## config.mk

```make
export PLATFORM = sky130hd
export DESIGN_NAME = nfa_engine_param
export DESIGN_NICKNAME = d
export VERILOG_FILES = /design/src/rtl/nfa_engine_param.sv
export SDC_FILE = /design/constraint.sdc
export NUM_CORES = 1
export LEC_CHECK = 0
export CAP_MARGIN = 0
export CORE_MARGIN = 2
export CORE_UTILIZATION = 39
export CTS_CLUSTER_DIAMETER = 60
export DETAILED_ROUTE_END_ITERATION = 6
export PLACE_DENSITY = 0.9
export SYNTH_ARGS = -nofsm -noshare
export SYNTH_HDL_FRONTEND = slang
export SYNTH_SLANG_ARGS = --single-unit
export TNS_END_PERCENT = 20
```

## constraint.sdc

```tcl
create_clock -name clk -period 3.93 [get_ports clk]
set_input_delay 0.786 -clock clk [delete_from_list [all_inputs] [get_ports clk]]
set_output_delay 0.786 -clock clk [all_outputs]
set_load 0.1 [all_outputs]
```

## src/rtl/nfa_engine_param.sv

```systemverilog
// Parametrised one-hot NFA match engine: one flop per state, graph/classes/start/accept
// supplied as parameters; reports match pulse, sticky flag, saturating count and offsets.
module nfa_engine_param #(
    parameter int unsigned NUM_STATES  = 16,
    parameter int unsigned NUM_CLASSES = 32,
    parameter int unsigned CLW         = 5,
    parameter logic [NUM_STATES*CLW-1:0]        STATE_CLASS = '0,
    parameter logic [NUM_STATES*NUM_STATES-1:0] PRED_MASK   = '0,
    parameter logic [NUM_STATES-1:0]            START_MASK  = '0,
    parameter logic [NUM_STATES-1:0]            ACCEPT_MASK = '0,
    parameter int unsigned ANCHORED    = 0,
    parameter int unsigned POS_W       = 16,
    parameter int unsigned CNT_W       = 8
) (
    input  logic                   clk,
    input  logic                   sod,
    input  logic                   en,
    input  logic [NUM_CLASSES-1:0] cls_in,
    output logic [NUM_STATES-1:0]  state_vec,
    output logic                   match_pulse,
    output logic                   match_sticky,
    output logic [CNT_W-1:0]       match_count,
    output logic [POS_W-1:0]       first_pos,
    output logic [POS_W-1:0]       last_pos,
    output logic                   pos_ovf
);

    localparam int unsigned NS = NUM_STATES;

    logic [NS-1:0]    r_state;
    logic             r_pulse;
    logic             r_sticky;
    logic [CNT_W-1:0] r_count;
    logic [POS_W-1:0] r_first;
    logic [POS_W-1:0] r_last;
    logic [POS_W-1:0] r_byte_pos;
    logic             r_pos_ovf;

    logic [NS-1:0]    w_cls_hit;
    logic [NS-1:0]    w_pred;
    logic [NS-1:0]    w_next;
    logic             w_start_act;
    logic             w_hit;
    logic [POS_W-1:0] w_pos_next;

    assign w_start_act = (ANCHORED != 0) ? (r_byte_pos == '0) : 1'b1;

    // Class indices that match no decoded class leave the state's class hit at 0.
    always_comb begin
        w_cls_hit = '0;
        w_pred    = '0;
        w_next    = '0;
        for (int i = 0; i < NS; i++) begin
            for (int c = 0; c < NUM_CLASSES; c++) begin
                if (STATE_CLASS[i*CLW +: CLW] == CLW'(c)) begin
                    w_cls_hit[i] = cls_in[c];
                end
            end
            w_pred[i] = START_MASK[i] & w_start_act;
            for (int j = 0; j < NS; j++) begin
                w_pred[i] = w_pred[i] | (r_state[j] & PRED_MASK[i*NS + j]);
            end
            w_next[i] = w_cls_hit[i] & w_pred[i];
        end
    end

    assign w_hit      = |(w_next & ACCEPT_MASK);
    assign w_pos_next = (r_byte_pos == '1) ? r_byte_pos : r_byte_pos + POS_W'(1);

    always_ff @(posedge clk) begin
        if (sod) begin
            r_state    <= '0;
            r_pulse    <= 1'b0;
            r_sticky   <= 1'b0;
            r_count    <= '0;
            r_first    <= '0;
            r_last     <= '0;
            r_byte_pos <= '0;
            r_pos_ovf  <= 1'b0;
        end else begin
            r_pulse <= en & w_hit;
            if (en) begin
                r_state    <= w_next;
                r_byte_pos <= w_pos_next;
                if (w_pos_next == '1) begin
                    r_pos_ovf <= 1'b1;
                end
                if (w_hit) begin
                    r_sticky <= 1'b1;
                    r_last   <= r_byte_pos;
                    if (r_count != '1) begin
                        r_count <= r_count + CNT_W'(1);
                    end
                    if (!r_sticky) begin
                        r_first <= r_byte_pos;
                    end
                end
            end
        end
    end

    assign state_vec    = r_state;
    assign match_pulse  = r_pulse;
    assign match_sticky = r_sticky;
    assign match_count  = r_count;
    assign first_pos    = r_first;
    assign last_pos     = r_last;
    assign pos_ovf      = r_pos_ovf;

endmodule
```

# After elaboration in Yosys (flattened, before gate mapping)
# Index checks and enable logic that the tools add are counted.
# Widths: inputs -> output; s select.
[classes]
muxes = 1
addsub = 1
eq_ne = 2
n_reduce_logical = 1
[ops]
columns = ["op", "n"]
rows = [
  ["$eq 16x16->1 const B", 2],
  ["$add 16x1->16 const B", 1],
  ["$mux 16", 1],
  ["$reduce_and 2->1", 1],
]
[totals]
output_inout_bits = 59
input_bits = 35
regBits = 17
elab_cells = 7

# Depth between registers and ports, before layout
# Gate-level depths: netlist of the first run.
[logic_depth]
depth_word = 4
ltp_mapped = 7
depth_no_buf = 6

# Worst setup path before layout of the first run
# OpenSTA, ideal clock, no wires.
[synth_timing]
path_kind = "register to register"
startpoint = "reg r_byte_pos[0]"
endpoint = "reg r_byte_pos[3]"
path_slack_ns = 2.057
setup_ns = 0.128
required_ns = 3.802
t_arrival_ns = 1.745
synth_period_minus_slack_ns = 1.873
path_buffers = 1
stages_incl_launch_ff = 8
path_cell_list = "dfxtp_1 -> ha_1 -> nand4_1 -> or4_4 -> buf_4 -> nand4_1 -> xor2_1 -> nor2_1"
[synth_between]
elab_chain_cells = 2
word_cells_on_any_way = 3
classes_between = "add/sub (1); eq/ne (1); mux (1)"
[synth_lines]
columns = ["item", "line", "source"]
rows = [
  ["start, declared", "36", "logic [POS_W-1:0] r_byte_pos;"],
  ["start signal, assigned", "84", "r_byte_pos <= w_pos_next;"],
  ["$add 16x1->16 / $eq 16x16->1 (equally long branches)", "68", "assign w_pos_next = (r_byte_pos == '1) ? r_byte_pos : r_byte_pos + POS_W'(1);"],
  ["$mux 16 *", "68", ""],
]
# Mark *: on every way between the ends. The rest lies on a longest branch, timed or not.
# A chain may end at the register's enable or synchronous reset.

# Final worst setup path of the first run
[layout_timing]
startpoint = "reg r_pos_ovf (netlist: pos_ovf)"
endpoint = "out pos_ovf"
[layout_lines]
columns = ["item", "line", "source"]
rows = [
  ["start, declared", "37", "logic r_pos_ovf;"],
  ["start signal, assigned", "79", "r_pos_ovf <= 1'b0;"],
  ["start signal, assigned", "86", "r_pos_ovf <= 1'b1;"],
  ["end, declared", "25", "output logic pos_ovf"],
]
# No word-level cell between the ends.

==> impl_metrics.prom, run 1 <==
# TYPE chip_impl_metric gauge
chip_impl_metric{name="timing.final.max_slew_violations",unit=""} 0
chip_impl_metric{name="synth_largest_type_area_fraction",unit="%"} 31.7
chip_impl_info{name="synth.top_cells.by_count",value="59 x sky130_fd_sc_hd__buf_4, 17 x sky130_fd_sc_hd__dfxtp_1, 13 x sky130_fd_sc_hd__nor2_1"} 1
chip_impl_metric{name="detailedRoute.firstPassIterationCount",unit=""} 5
chip_impl_metric{name="min_path_cells",unit=""} 2
chip_impl_metric{name="global_route_wire_length_before_repair",unit="um"} 3260
chip_impl_metric{name="synth_seq_cells",unit=""} 17
chip_impl_metric{name="depth_of_the_cts_h_tree",unit=""} 1
chip_impl_metric{name="cts-resized-gates",unit=""} 0
chip_impl_metric{name="cts.hold.buffers_added",unit=""} 0
chip_impl_metric{name="cellLeakagePower",unit="nW"} 0.515
chip_impl_metric{name="drc",unit=""} 0
chip_impl_metric{name="grt_antenna_before_repair",unit=""} 0
chip_impl_metric{name="post-route-min-period",unit="ns"} 2.55
chip_impl_metric{name="clock_skew",unit="ns"} 0.00801
chip_impl_metric{name="fin_hold_ws",unit="ns"} 0.478
chip_impl_metric{name="post-cts-setup-buffers",unit=""} 0
chip_impl_metric{name="worstRegToRegCells",unit=""} 6
chip_impl_metric{name="worstPathArrival",unit="ns"} 1.76
chip_impl_metric{name="comb_power_share",unit="%"} 48.6
chip_impl_metric{name="n_antenna_cell",unit=""} 0
chip_impl_metric{name="max_cap_violation_count",unit=""} 0
chip_impl_metric{name="tritoncts_num_sinks",unit=""} 17
chip_impl_metric{name="net-switching-power",unit="W"} 0.000306
chip_impl_metric{name="synth_edf_count",unit=""} 0
chip_impl_metric{name="synth.yosys.warnings",unit=""} 0
chip_impl_info{name="ys_dominant_reg_cell",value="sky130_fd_sc_hd__dfxtp_1"} 1
chip_impl_metric{name="grt_start_max_net_pins",unit=""} 19
chip_impl_metric{name="fraction_of_power_consumed_by_the_clock_network",unit="%"} 17.7
chip_impl_metric{name="worst_pin_slew",unit="ns"} 0.960
chip_impl_metric{name="die-width",unit="um"} 63.9
chip_impl_metric{name="routed-via-count",unit=""} 1020
chip_impl_metric{name="relSlewSlack",unit="%"} 35.8
chip_impl_metric{name="io-pin-count",unit=""} 94
chip_impl_metric{name="number_of_hold_violations_in_the_final_report",unit=""} 0
chip_impl_metric{name="multi_input_comb_area",unit="um2"} 806
chip_impl_metric{name="clock.fmax",unit="MHz"} 393
chip_impl_info{name="regToRegEndpoint",value="pos_ovf$_SDFFE_PP0P_"} 1
chip_impl_metric{name="layout-drive-gt1-share",unit="%"} 5.14
chip_impl_metric{name="route.detailed.vias_per_inst",unit=""} 4.62
chip_impl_info{name="synth_top_area_cells",value="sky130_fd_sc_hd__buf_4 32%, sky130_fd_sc_hd__dfxtp_1 24%, sky130_fd_sc_hd__xor2_1 4.4%"} 1
chip_impl_info{name="ctsRootBufferMaster",value="sky130_fd_sc_hd__clkbuf_4"} 1
chip_impl_metric{name="detailed_place_hpwl",unit="um"} 1530
chip_impl_metric{name="design.die.area",unit="um2"} 4080
chip_impl_metric{name="latest_clock_arrival_within_the_worst_skew_pair",unit="ns"} 0.29
chip_impl_info{name="hp-start",value="pos_ovf$_SDFFE_PP0P_"} 1
chip_impl_metric{name="setup-tns-final",unit="ns"} 0
chip_impl_metric{name="area_growth_syn_to_layout",unit="%"} -9.30
chip_impl_metric{name="vdd.ir_drop.worst",unit="mV"} 0.240
chip_impl_info{name="worstSetupEndpointType",value="output port"} 1
chip_impl_metric{name="buffer_depth_of_the_longest_clock_path",unit=""} 2
chip_impl_metric{name="postLayoutCellArea",unit="um2"} 1270
chip_impl_metric{name="design.final.nets",unit=""} 212
chip_impl_metric{name="routabilityCongestion",unit=""} 0.849
chip_impl_metric{name="final-setup-viol-count",unit=""} 0
chip_impl_info{name="timing.setup.critical_path_class",value="reg2out"} 1
chip_impl_info{name="min-delay-path-class",value="reg2reg"} 1
chip_impl_metric{name="synth.cell_area",unit="um2"} 1400
chip_impl_metric{name="initial_utilization",unit="%"} 41.3
chip_impl_metric{name="power.share.switching",unit="%"} 58.4
chip_impl_metric{name="routed_wl",unit="um"} 2130
chip_impl_metric{name="core_region_area",unit="um2"} 3390
chip_impl_info{name="holdPathEnd",value="pos_ovf$_SDFFE_PP0P_"} 1
chip_impl_metric{name="synth.yosys.seq_area_share",unit="%"} 24.3
chip_impl_metric{name="cts.clk_slew.worst_paths",unit="ns"} 0.10
chip_impl_metric{name="die_h",unit="um"} 63.9
chip_impl_info{name="setup.worst_path.start_class",value="flip-flop"} 1
chip_impl_metric{name="worstPathMaxFanout",unit=""} 2
chip_impl_metric{name="critical_path.max_stage_delay",unit="ns"} 1.13
chip_impl_metric{name="grtUsageTotal",unit="%"} 9.66
chip_impl_metric{name="seq_power_share",unit="%"} 33.8
chip_impl_info{name="cp_top_family",value="buffers and inverters"} 1
chip_impl_metric{name="detail_route.wl_per_cell",unit="um"} 9.64
chip_impl_metric{name="synth_cells",unit=""} 174
chip_impl_metric{name="yosys.cell_types.count",unit=""} 33
chip_impl_info{name="crit_path_top_delay_cell",value="sky130_fd_sc_hd__clkdlybuf4s50_1"} 1
chip_impl_metric{name="internal_power",unit="W"} 0.000218
chip_impl_info{name="cp_cell_sequence",value="clkdlybuf4s50_1"} 1
chip_impl_info{name="rsz0062_at_grt",value="false"} 1
chip_impl_metric{name="tritoncts.num_buffers",unit=""} 3
chip_impl_metric{name="placement.io_buffers",unit=""} 3
chip_impl_metric{name="core.rowCount",unit=""} 21
chip_impl_metric{name="ff2ff_setup_slack",unit="ns"} 1.81
chip_impl_info{name="cts_tree",value="built"} 1
chip_impl_metric{name="fin_total_pwr",unit="W"} 0.000524
chip_impl_info{name="rr_startpoint",value="r_byte_pos[0]$_SDFFE_PP0P_"} 1
chip_impl_metric{name="final_util",unit="%"} 37.4
chip_impl_info{name="synth_area_leader_cell",value="sky130_fd_sc_hd__buf_4"} 1
chip_impl_metric{name="average_size_of_a_mapped_cell",unit="um2"} 8.04
chip_impl_metric{name="n_fill_cell",unit=""} 351
chip_impl_metric{name="first_global_vias",unit=""} 763
chip_impl_metric{name="ant_nets",unit=""} 0
chip_impl_metric{name="place_area",unit="um2"} 1240
chip_impl_metric{name="total_congestion_overflow_after_global_routing",unit=""} 0
chip_impl_metric{name="register_area",unit="um2"} 340
chip_impl_metric{name="drt_iter0_drc",unit=""} 29
chip_impl_metric{name="critical_path_required",unit="ns"} 3.14
chip_impl_info{name="synth.most_common_cell",value="sky130_fd_sc_hd__buf_4"} 1
chip_impl_metric{name="cellPowerDensity",unit="nW/um2"} 413
chip_impl_metric{name="final.period_utilization",unit="%"} 64.8
chip_impl_info{name="run_status",value="finished clean"} 1
chip_impl_metric{name="ys_async_sr_fraction",unit="%"} 0
chip_impl_metric{name="critical_path_buf_inv_count",unit=""} 1
## power by group through the flow
| stage | Clock, W | Sequential (W) | Combinational, W |
|---|---|---|---|
| 3_5_place_dp | 0 | 0.000181 | 0.000253 |
| 3_3_place_gp | 0 | 0.000181 | 0.000253 |
| 6_report | 0.0000925 | 0.000177 | 0.000254 |
| 2_1_floorplan | 0 | 0.000180 | 0.000294 |
| 4_1_cts | 0.0000956 | 0.000177 | 0.000253 |
| 5_1_grt | 0.000107 | 0.000177 | 0.000259 |
## placed cells by master (no fill, tap or decap), types with 3 or more instances in the layout
cell type                         instances
sky130_fd_sc_hd__xor2_1                   7
sky130_fd_sc_hd__nand2_1                  8
sky130_fd_sc_hd__nand3_1                  8
sky130_fd_sc_hd__clkdlybuf4s50_1          3
sky130_fd_sc_hd__clkbuf_4                 3
sky130_fd_sc_hd__nor2_1                  13
sky130_fd_sc_hd__conb_1                  58
sky130_fd_sc_hd__and4_1                   5
sky130_fd_sc_hd__a21oi_1                  7
sky130_fd_sc_hd__xnor2_1                  3
sky130_fd_sc_hd__dfxtp_1                 17
sky130_fd_sc_hd__nand4_1                  8
sky130_fd_sc_hd__and2_1                   6
## logic make-up (layout without fill, tap and decap cells)
group | after synthesis | count (layout) | share of synthesized area (%)
AOI/OAI and AO/OA | 17 | 17 | 8.50
muxes | 2 | 2 | 1.43
xor gates and xnor gates | 10 | 10 | 6.26
other | 1 | 58 | 0.268
buffers and inverters | 65 | 9 | 33.4
adders and majority gates | 1 | 1 | 0.894
DFF | 17 | 17 | 24.3
and+or+nand+nor | 61 | 61 | 25.0
## through the flow
step / instances / setup slack [ns]
floorplan: 231 / 2.06
global placement: 217 / 1.35
detailed placement: 217 / 1.34
CTS: 221 / 1.37
global route: 221 / 1.31
finish: 221 / 1.38
## worst min-delay path, delay by kind of cell (launching register included)
kind | cells | cell delay, ns
AO/OA/AOI/OAI | 1 | 0.06
buffers and inverters | 1 | 0.06
flip-flops | 1 | 0.32
## worst max-delay path by stage
stage,slack [ns],cells past startpoint,from,end
global placement,1.35,5,sod,pos_ovf$_SDFFE_PP0P_
global route,1.31,1,pos_ovf$_SDFFE_PP0P_,pos_ovf
finish,1.38,1,pos_ovf$_SDFFE_PP0P_,pos_ovf
floorplan,2.06,7,r_byte_pos[0]$_SDFFE_PP0P_,r_byte_pos[3]$_SDFFE_PP0P_
CTS,1.37,1,pos_ovf$_SDFFE_PP0P_,pos_ovf
detailed placement,1.34,5,sod,pos_ovf$_SDFFE_PP0P_
## flip-flops by register name (all words and copies together), names as in the netlist
signal / flops
pos_ovf: 1
r_byte_pos: 16
## routing by layer
layer  track usage (%)  vias up  part of all wire [%]
met5                 0        -                     0
met4             0.815        0                     0
met3              3.70        0                    10
met2              15.6       60                    46
met1              12.6      472                    44
li1                  -      488                     -
## cell type report
cell class / instances / share of cell area (%)
clock buffers: 3 / 1.78
clock inverters: 1 / 0.394
inverters: 2 / 0.592
multi-input cells: 149 / 63.5
flip-flops and latches: 17 / 26.8
well taps: 46 / 4.54
repair buffers: 3 / 2.37
(Power assumes the default switching activity.)
==> inputs of run 2 (changes only) <==
--- a/config.mk
+++ b/config.mk
@@ -7,10 +7,10 @@
 export LEC_CHECK = 0
 export CAP_MARGIN = 0
 export CORE_MARGIN = 2
-export CORE_UTILIZATION = 39
+export CORE_UTILIZATION = 32
 export CTS_CLUSTER_DIAMETER = 60
 export DETAILED_ROUTE_END_ITERATION = 6
-export PLACE_DENSITY = 0.9
+export PLACE_DENSITY = 0.79
 export SYNTH_ARGS = -nofsm -noshare
 export SYNTH_HDL_FRONTEND = slang
 export SYNTH_SLANG_ARGS = --single-unit
==> constraint.sdc (replaced) <==
create_clock -name clk -period 2 [get_ports clk]
set_input_delay 0.4 -clock clk [delete_from_list [all_inputs] [get_ports clk]]
set_output_delay 0.4 -clock clk [all_outputs]
set_load 0.1 [all_outputs]
==> run 2 against run 1 <==
Via count increased by 2.0%; critical endpoint is now pos_ovf$_SDFFE_PP0P_; power increased by 110%; non-clock buffer count increased by 14; critical path depth increased by 5.
==> impl_metrics.prom, run 2 (synthesis gave the netlist of run 1 again) <==
# TYPE chip_impl_metric gauge
chip_impl_metric{name="cts.clk_slew.worst_paths",unit="ns"} 0.07
chip_impl_metric{name="critical_path_required",unit="ns"} 2.17
chip_impl_info{name="worst_setup_path_startpoint",value="r_byte_pos[1]$_SDFFE_PP0P_"} 1
chip_impl_metric{name="core.rowCount",unit=""} 24
chip_impl_metric{name="groute.layer.met1.usage",unit="%"} 11.6
chip_impl_metric{name="post-route-min-period",unit="ns"} 1.91
chip_impl_metric{name="detailedRoute.firstPassIterationCount",unit=""} 3
chip_impl_metric{name="buffer_depth_of_the_longest_clock_path",unit=""} 2
chip_impl_metric{name="worstPathArrival",unit="ns"} 2.08
chip_impl_metric{name="depth_of_the_cts_h_tree",unit=""} 1
chip_impl_metric{name="total_congestion_overflow_after_global_routing",unit=""} 0
chip_impl_info{name="run_status",value="finished clean"} 1
chip_impl_metric{name="final.period_utilization",unit="%"} 95.3
chip_impl_metric{name="layout-drive-gt1-share",unit="%"} 13.2
chip_impl_metric{name="groute.layer.met3.usage",unit="%"} 3.32
chip_impl_metric{name="tritoncts_num_sinks",unit=""} 17
chip_impl_metric{name="global_route_wire_length_before_repair",unit="um"} 3850
chip_impl_metric{name="critical_path_buf_inv_count",unit=""} 0
chip_impl_metric{name="grt_antenna_before_repair",unit=""} 0
chip_impl_metric{name="final_util",unit="%"} 32.7
chip_impl_info{name="cpMostUsedCell",value="sky130_fd_sc_hd__nand4_1"} 1
chip_impl_metric{name="final-setup-viol-count",unit=""} 0
chip_impl_metric{name="initial_utilization",unit="%"} 32.6
chip_impl_info{name="layout_commonest_cell",value="sky130_fd_sc_hd__conb_1"} 1
chip_impl_info{name="setup.worst_path.start_class",value="flip-flop"} 1
chip_impl_metric{name="routabilityCongestion",unit=""} 0.884
chip_impl_metric{name="route.detailed.vias_per_inst",unit=""} 4.32
chip_impl_info{name="rr_startpoint",value="r_byte_pos[1]$_SDFFE_PP0P_"} 1
chip_impl_metric{name="core_region_area",unit="um2"} 4290
chip_impl_metric{name="drc",unit=""} 0
chip_impl_metric{name="cp_num_cells",unit=""} 6
chip_impl_metric{name="grtUsageTotal",unit="%"} 9.54
chip_impl_info{name="top_usage_layer",value="met2"} 1
chip_impl_info{name="rsz0062_at_grt",value="true"} 1
chip_impl_metric{name="die_h",unit="um"} 70.1
chip_impl_info{name="cts_tree",value="built"} 1
chip_impl_info{name="cp_cell_sequence",value="ha_1 > nand4_1 > or4_4 > nand4_1 > nand3_1 > o32ai_2"} 1
chip_impl_info{name="timing.setup.critical_path_class",value="reg2reg"} 1
chip_impl_metric{name="max_cap_violation_count",unit=""} 0
chip_impl_metric{name="design.final.nets",unit=""} 226
chip_impl_metric{name="io-pin-count",unit=""} 94
chip_impl_metric{name="detailedPlace.worstSlack",unit="ns"} 0.0265
chip_impl_metric{name="placement.io_buffers",unit=""} 3
chip_impl_metric{name="first_global_vias",unit=""} 869
chip_impl_metric{name="latest_clock_arrival_within_the_worst_skew_pair",unit="ns"} 0.25
chip_impl_metric{name="ant_nets",unit=""} 0
chip_impl_metric{name="cellPowerDensity",unit="nW/um2"} 798
chip_impl_metric{name="timing.final.max_slew_violations",unit=""} 0
chip_impl_metric{name="final_critical_path_setup_slack",unit="ns"} 0.0949
chip_impl_info{name="ctsRootBufferMaster",value="sky130_fd_sc_hd__clkbuf_8"} 1
chip_impl_metric{name="critical_path.max_stage_delay",unit="ns"} 0.65
chip_impl_metric{name="n_antenna_cell",unit=""} 0
chip_impl_metric{name="worstRegToRegCells",unit=""} 6
chip_impl_metric{name="worstPathMaxFanout",unit=""} 8
chip_impl_metric{name="cts.hold.buffers_added",unit=""} 0
chip_impl_metric{name="routed_wl",unit="um"} 2330
chip_impl_metric{name="routed-via-count",unit=""} 1040
chip_impl_info{name="min-delay-path-class",value="reg2reg"} 1
chip_impl_metric{name="vdd.ir_drop.worst",unit="mV"} 0.250
chip_impl_metric{name="design.die.area",unit="um2"} 4920
chip_impl_info{name="endpoint",value="pos_ovf$_SDFFE_PP0P_"} 1
chip_impl_info{name="worstSetupEndpointType",value="flip-flop"} 1
chip_impl_info{name="final_cell_mix",value="58 x sky130_fd_sc_hd__conb_1, 16 x sky130_fd_sc_hd__dfxtp_1, 14 x sky130_fd_sc_hd__buf_4, 13 x sky130_fd_sc_hd__nor2_1"} 1
chip_impl_metric{name="detailed_place_hpwl",unit="um"} 1790
chip_impl_metric{name="die-width",unit="um"} 70.1
chip_impl_info{name="cp_top_family",value="simple AND/OR/NAND/NOR gates"} 1
chip_impl_metric{name="fin_hold_ws",unit="ns"} 0.471
chip_impl_metric{name="number_of_hold_violations_in_the_final_report",unit=""} 0
chip_impl_metric{name="largest_register_ff_count",unit=""} 16
chip_impl_metric{name="tritoncts.num_buffers",unit=""} 3
chip_impl_metric{name="area_growth_syn_to_layout",unit="%"} 0.358
chip_impl_metric{name="detail_route.wl_per_cell",unit="um"} 9.66
chip_impl_info{name="crit_path_top_delay_cell",value="sky130_fd_sc_hd__or4_4"} 1
chip_impl_metric{name="clock.fmax",unit="MHz"} 525
chip_impl_metric{name="setup-tns-final",unit="ns"} 0
chip_impl_metric{name="cellLeakagePower",unit="nW"} 0.591
chip_impl_metric{name="drt_iter0_drc",unit=""} 61
chip_impl_info{name="regToRegEndpoint",value="pos_ovf$_SDFFE_PP0P_"} 1
chip_impl_metric{name="ff2ff_setup_slack",unit="ns"} 0.09
chip_impl_metric{name="clock_skew",unit="ns"} 0.000596
chip_impl_metric{name="grt_start_max_net_pins",unit=""} 18
chip_impl_info{name="top_register",value="r_byte_pos"} 1
chip_impl_metric{name="use_met2",unit="%"} 16.2
[run 2: worst min-delay path, stage by stage, from the launching register on]
cell and delay [ns]:
sky130_fd_sc_hd__dfxtp_1 0.31, sky130_fd_sc_hd__inv_1 0.06, sky130_fd_sc_hd__o32ai_2 0.06
[run 2: how the worst min path moves through the flow]
| stage | start | endpoint | slack, ns | cells past startpoint |
|---|---|---|---|---|
| after detailed placement | pos_ovf$_SDFFE_PP0P_ | pos_ovf$_SDFFE_PP0P_ | 0.46 | 2 |
| final | pos_ovf$_SDFFE_PP0P_ | pos_ovf$_SDFFE_PP0P_ | 0.47 | 2 |
| after global placement | pos_ovf$_SDFFE_PP0P_ | pos_ovf$_SDFFE_PP0P_ | 0.47 | 2 |
| after CTS | pos_ovf$_SDFFE_PP0P_ | pos_ovf$_SDFFE_PP0P_ | 0.47 | 2 |
| after floorplan | r_byte_pos[1]$_SDFFE_PP0P_ | r_byte_pos[1]$_SDFFE_PP0P_ | 0.46 | 2 |
| after global routing | pos_ovf$_SDFFE_PP0P_ | pos_ovf$_SDFFE_PP0P_ | 0.49 | 2 |
[run 2: report_power, final]
group,switching [W],internal (W)
combinational,0.000493,0.0000185
clock,0.000121,0.000142
sequential,0.00000278,0.000343
total,0.000617,0.000503
[run 2: layout make-up]
cell class / instances / area [um2]
Fill cell: 473 / 2890
Multi-Input combinational cell: 149 / 808
Sequential cell: 17 / 342
Timing Repair Buffer: 17 / 136
Tap cell: 52 / 65.1
Clock buffer: 4 / 45.0
Inverter: 2 / 7.51
[run 2: timing repair]
item                       4_1_cts  5_1_grt
gates resized for setup          0        3
setup endpoints to repair        3        9
pin swaps                        1        6
setup buffers                    0        2
[run 2: routing by layer]
metal | up-vias | part of all wire, % | wire length, um
met4 | 0 | 0.26 | 6
met5 | - | 0 | 0
met1 | 483 | 43 | 1010
met3 | 2 | 7.0 | 163
li1 | 511 | - | -
met2 | 44 | 49 | 1150
[run 2: metrics by stage]
step / std cells / instance area [um2] / total power, W
2_1_floorplan: 231 / 1610 / 0.000933
3_3_place_gp: 235 / 1340 / 0.000862
3_5_place_dp: 235 / 1340 / 0.000863
4_1_cts: 239 / 1380 / 0.00112
5_1_grt: 241 / 1400 / 0.00115
6_report: 241 / 1400 / 0.00112
==> inputs of run 3 (changes only) <==
--- a/config.mk
+++ b/config.mk
@@ -7,10 +7,10 @@
 export LEC_CHECK = 0
 export CAP_MARGIN = 0
 export CORE_MARGIN = 2
-export CORE_UTILIZATION = 32
+export CORE_UTILIZATION = 39
 export CTS_CLUSTER_DIAMETER = 60
 export DETAILED_ROUTE_END_ITERATION = 6
-export PLACE_DENSITY = 0.79
+export PLACE_DENSITY = 0.9
 export SYNTH_ARGS = -nofsm -noshare
 export SYNTH_HDL_FRONTEND = slang
 export SYNTH_SLANG_ARGS = --single-unit
==> constraint.sdc (replaced) <==
create_clock -name clk -period 2.47 [get_ports clk]
set_input_delay 0.494 -clock clk [delete_from_list [all_inputs] [get_ports clk]]
set_output_delay 0.494 -clock clk [all_outputs]
set_load 0.1 [all_outputs]
==> run 3 against run 2 <==
Sequential cell count stayed put; setup slack better by 0.25 ns; critical endpoint unchanged; critical path type unchanged; largest power group unchanged; combinational power is 20% lower.
==> impl_metrics.prom, run 3 (synthesis gave the netlist of run 1 again) <==
# TYPE chip_impl_metric gauge
chip_impl_info{name="timing.setup.critical_path_class",value="reg2reg"} 1
chip_impl_metric{name="grtUsageTotal",unit="%"} 10.2
chip_impl_metric{name="detailed_place_hpwl",unit="um"} 1630
chip_impl_info{name="final_cell_mix",value="58 x sky130_fd_sc_hd__conb_1, 17 x sky130_fd_sc_hd__dfxtp_1, 13 x sky130_fd_sc_hd__nor2_1"} 1
chip_impl_info{name="top_register",value="r_byte_pos"} 1
chip_impl_info{name="cp_cell_sequence",value="ha_1 > nand4_1 > or4_4 > nand4_1 > nand3_1 > o32ai_2"} 1
chip_impl_metric{name="final_cells",unit=""} 223
chip_impl_info{name="cts_tree",value="built"} 1
chip_impl_metric{name="final-setup-viol-count",unit=""} 0
chip_impl_metric{name="detail_route.wl_per_cell",unit="um"} 9.83
chip_impl_metric{name="clock.fmax",unit="MHz"} 470
chip_impl_info{name="run_status",value="finished clean"} 1
chip_impl_metric{name="drc",unit=""} 0
chip_impl_metric{name="depth_of_the_cts_h_tree",unit=""} 1
chip_impl_metric{name="buffer_depth_of_the_longest_clock_path",unit=""} 2
chip_impl_metric{name="worstPathArrival",unit="ns"} 2.35
chip_impl_metric{name="core.rowCount",unit=""} 21
chip_impl_metric{name="detailedPlace.worstSlack",unit="ns"} 0.371
chip_impl_metric{name="worstRegToRegCells",unit=""} 6
chip_impl_metric{name="area_growth_syn_to_layout",unit="%"} -8.41
chip_impl_metric{name="design.final.nets",unit=""} 214
chip_impl_info{name="setup.worst_path.start_class",value="flip-flop"} 1
chip_impl_metric{name="core_region_area",unit="um2"} 3390
chip_impl_metric{name="setup-tns-final",unit="ns"} 0
chip_impl_metric{name="final.period_utilization",unit="%"} 86.1
chip_impl_metric{name="routabilityCongestion",unit=""} 0.850
chip_impl_metric{name="number_of_hold_violations_in_the_final_report",unit=""} 0
chip_impl_info{name="crit_path_top_delay_cell",value="sky130_fd_sc_hd__or4_4"} 1
chip_impl_metric{name="ant_nets",unit=""} 0
chip_impl_metric{name="final_critical_path_setup_slack",unit="ns"} 0.344
chip_impl_metric{name="die_h",unit="um"} 63.9
chip_impl_metric{name="tritoncts_num_sinks",unit=""} 17
chip_impl_metric{name="io-pin-count",unit=""} 94
chip_impl_metric{name="n_antenna_cell",unit=""} 0
chip_impl_info{name="ctsRootBufferMaster",value="sky130_fd_sc_hd__clkbuf_4"} 1
chip_impl_metric{name="net-switching-power",unit="W"} 0.000493
chip_impl_info{name="layout_commonest_cell",value="sky130_fd_sc_hd__conb_1"} 1
chip_impl_metric{name="n_fill_cell",unit=""} 349
chip_impl_metric{name="fraction_of_power_consumed_by_the_clock_network",unit="%"} 18.1
chip_impl_info{name="regToRegEndpoint",value="pos_ovf$_SDFFE_PP0P_"} 1
chip_impl_metric{name="comb_power_share",unit="%"} 48.4
chip_impl_metric{name="grt_antenna_before_repair",unit=""} 0
chip_impl_metric{name="global_route_wire_length_before_repair",unit="um"} 3360
chip_impl_metric{name="design.die.area",unit="um2"} 4080
chip_impl_info{name="rr_startpoint",value="r_byte_pos[0]$_SDFFE_PP0P_"} 1
chip_impl_metric{name="worstPathMaxFanout",unit=""} 13
chip_impl_info{name="min-delay-path-class",value="reg2reg"} 1
chip_impl_metric{name="clock_skew",unit="ns"} 0.0107
chip_impl_metric{name="timing.final.max_slew_violations",unit=""} 0
chip_impl_metric{name="tritoncts.num_buffers",unit=""} 3
chip_impl_metric{name="vdd.ir_drop.worst",unit="mV"} 0.328
chip_impl_metric{name="routed-via-count",unit=""} 1029
chip_impl_metric{name="routed_wl",unit="um"} 2190
chip_impl_metric{name="critical_path_buf_inv_count",unit=""} 0
chip_impl_metric{name="ff2ff_setup_slack",unit="ns"} 0.34
chip_impl_metric{name="max_cap_violation_count",unit=""} 0
chip_impl_metric{name="cellPowerDensity",unit="nW/um2"} 657
chip_impl_metric{name="post-route-min-period",unit="ns"} 2.13
chip_impl_metric{name="placed_cells",unit=""} 219
chip_impl_metric{name="place_area",unit="um2"} 1250
chip_impl_metric{name="latest_clock_arrival_within_the_worst_skew_pair",unit="ns"} 0.30
chip_impl_info{name="rsz0062_at_grt",value="false"} 1
chip_impl_metric{name="placement.io_buffers",unit=""} 3
chip_impl_metric{name="postLayoutCellArea",unit="um2"} 1280
chip_impl_metric{name="power.share.switching",unit="%"} 58.6
chip_impl_metric{name="layout-drive-gt1-share",unit="%"} 6.78
chip_impl_metric{name="fin_total_pwr",unit="W"} 0.000841
chip_impl_metric{name="grt_start_max_net_pins",unit=""} 18
chip_impl_info{name="hp-start",value="r_byte_pos[1]$_SDFFE_PP0P_"} 1
chip_impl_info{name="worstSetupEndpointType",value="flip-flop"} 1
chip_impl_info{name="holdPathEnd",value="r_byte_pos[1]$_SDFFE_PP0P_"} 1
chip_impl_metric{name="cts.hold.buffers_added",unit=""} 0
chip_impl_metric{name="cellLeakagePower",unit="nW"} 0.527
chip_impl_metric{name="post-cts-setup-buffers",unit=""} 0
chip_impl_info{name="cpMostUsedCell",value="sky130_fd_sc_hd__nand4_1"} 1
chip_impl_metric{name="die-width",unit="um"} 63.9
chip_impl_metric{name="route.detailed.vias_per_inst",unit=""} 4.61
chip_impl_metric{name="first_global_vias",unit=""} 771
chip_impl_metric{name="critical_path_required",unit="ns"} 2.69
chip_impl_metric{name="largest_register_ff_count",unit=""} 16
chip_impl_metric{name="total_congestion_overflow_after_global_routing",unit=""} 0
chip_impl_metric{name="min_path_cells",unit=""} 2
chip_impl_metric{name="detailedRoute.firstPassIterationCount",unit=""} 4
chip_impl_metric{name="critical_path.max_stage_delay",unit="ns"} 0.67
chip_impl_metric{name="cts.clk_slew.worst_paths",unit="ns"} 0.11
chip_impl_info{name="cp_top_family",value="simple AND/OR/NAND/NOR gates"} 1
chip_impl_metric{name="drt_iter0_drc",unit=""} 50
chip_impl_metric{name="internal_power",unit="W"} 0.000349
chip_impl_metric{name="initial_utilization",unit="%"} 41.3
chip_impl_metric{name="seq_power_share",unit="%"} 33.4
chip_impl_metric{name="cts-resized-gates",unit=""} 0
[run 3: changes by cell type in the layout (fill, tap and decap cells not counted)]
cell / change
sky130_fd_sc_hd__buf_4: -11
sky130_fd_sc_hd__clkbuf_4: +3
sky130_fd_sc_hd__clkbuf_8: -3
sky130_fd_sc_hd__buf_6: -1
sky130_fd_sc_hd__clkbuf_1: -1
sky130_fd_sc_hd__clkinv_2: +1
sky130_fd_sc_hd__dfxtp_1: +1
sky130_fd_sc_hd__dfxtp_2: -1
sky130_fd_sc_hd__nand2_1: +1
sky130_fd_sc_hd__nand2_2: -1
[run 3: routing by layer]
layer / track usage [%] / routed length (um) / vias up
met4: 3.26 / 23 / 0
met1: 12.5 / 938 / 477
met2: 16.8 / 1050 / 54
li1: - / - / 493
met5: 0 / 0 / -
met3: 3.17 / 183 / 5
[run 3: area by class of cell]
| class | count | area [um2] | area share [%] |
|---|---|---|---|
| Inverter | 2 | 7.51 | 0.586 |
| Clock buffer | 3 | 22.5 | 1.76 |
| Sequential cell | 17 | 340 | 26.6 |
| Timing Repair Buffer | 5 | 42.5 | 3.32 |
| Clock inverter | 1 | 5.00 | 0.391 |
| Tap cell | 46 | 57.6 | 4.49 |
| Multi-Input combinational cell | 149 | 806 | 62.9 |
[run 3: power groups by stage]
| stage | Combinational [W] | Clock, W | Sequential, W |
|---|---|---|---|
| detailed placement | 0.000406 | 0 | 0.000288 |
| global route | 0.000415 | 0.000170 | 0.000282 |
| finish | 0.000408 | 0.000152 | 0.000281 |
| CTS | 0.000406 | 0.000159 | 0.000281 |
| global placement | 0.000405 | 0 | 0.000287 |
| floorplan | 0.000469 | 0 | 0.000287 |
[run 3: worst min-delay path: cells and delay by family (launching register included)]
family          cells  cell delay [ns]
flops               1             0.34
simple gates        1             0.06
compound gates      1             0.05
[run 3: worst max path at each step]
stage                                       endpoint  cells after the start                       start
after floorplan           r_byte_pos[3]$_SDFFE_PP0P_                      7  r_byte_pos[0]$_SDFFE_PP0P_
after global placement          pos_ovf$_SDFFE_PP0P_                      6  r_byte_pos[0]$_SDFFE_PP0P_
after detailed placement        pos_ovf$_SDFFE_PP0P_                      6  r_byte_pos[0]$_SDFFE_PP0P_
after CTS                       pos_ovf$_SDFFE_PP0P_                      6  r_byte_pos[0]$_SDFFE_PP0P_
after global routing      r_byte_pos[5]$_SDFFE_PP0P_                      6  r_byte_pos[0]$_SDFFE_PP0P_
final                           pos_ovf$_SDFFE_PP0P_                      6  r_byte_pos[0]$_SDFFE_PP0P_
[run 3: stage by stage]
step | hold slack [ns] | utilization (%)
2_1_floorplan | 0.457 | -
3_3_place_gp | 0.463 | 37.0
3_5_place_dp | 0.481 | 37.0
4_1_cts | 0.496 | 37.8
5_1_grt | 0.514 | 37.8
6_report | 0.501 | 37.8
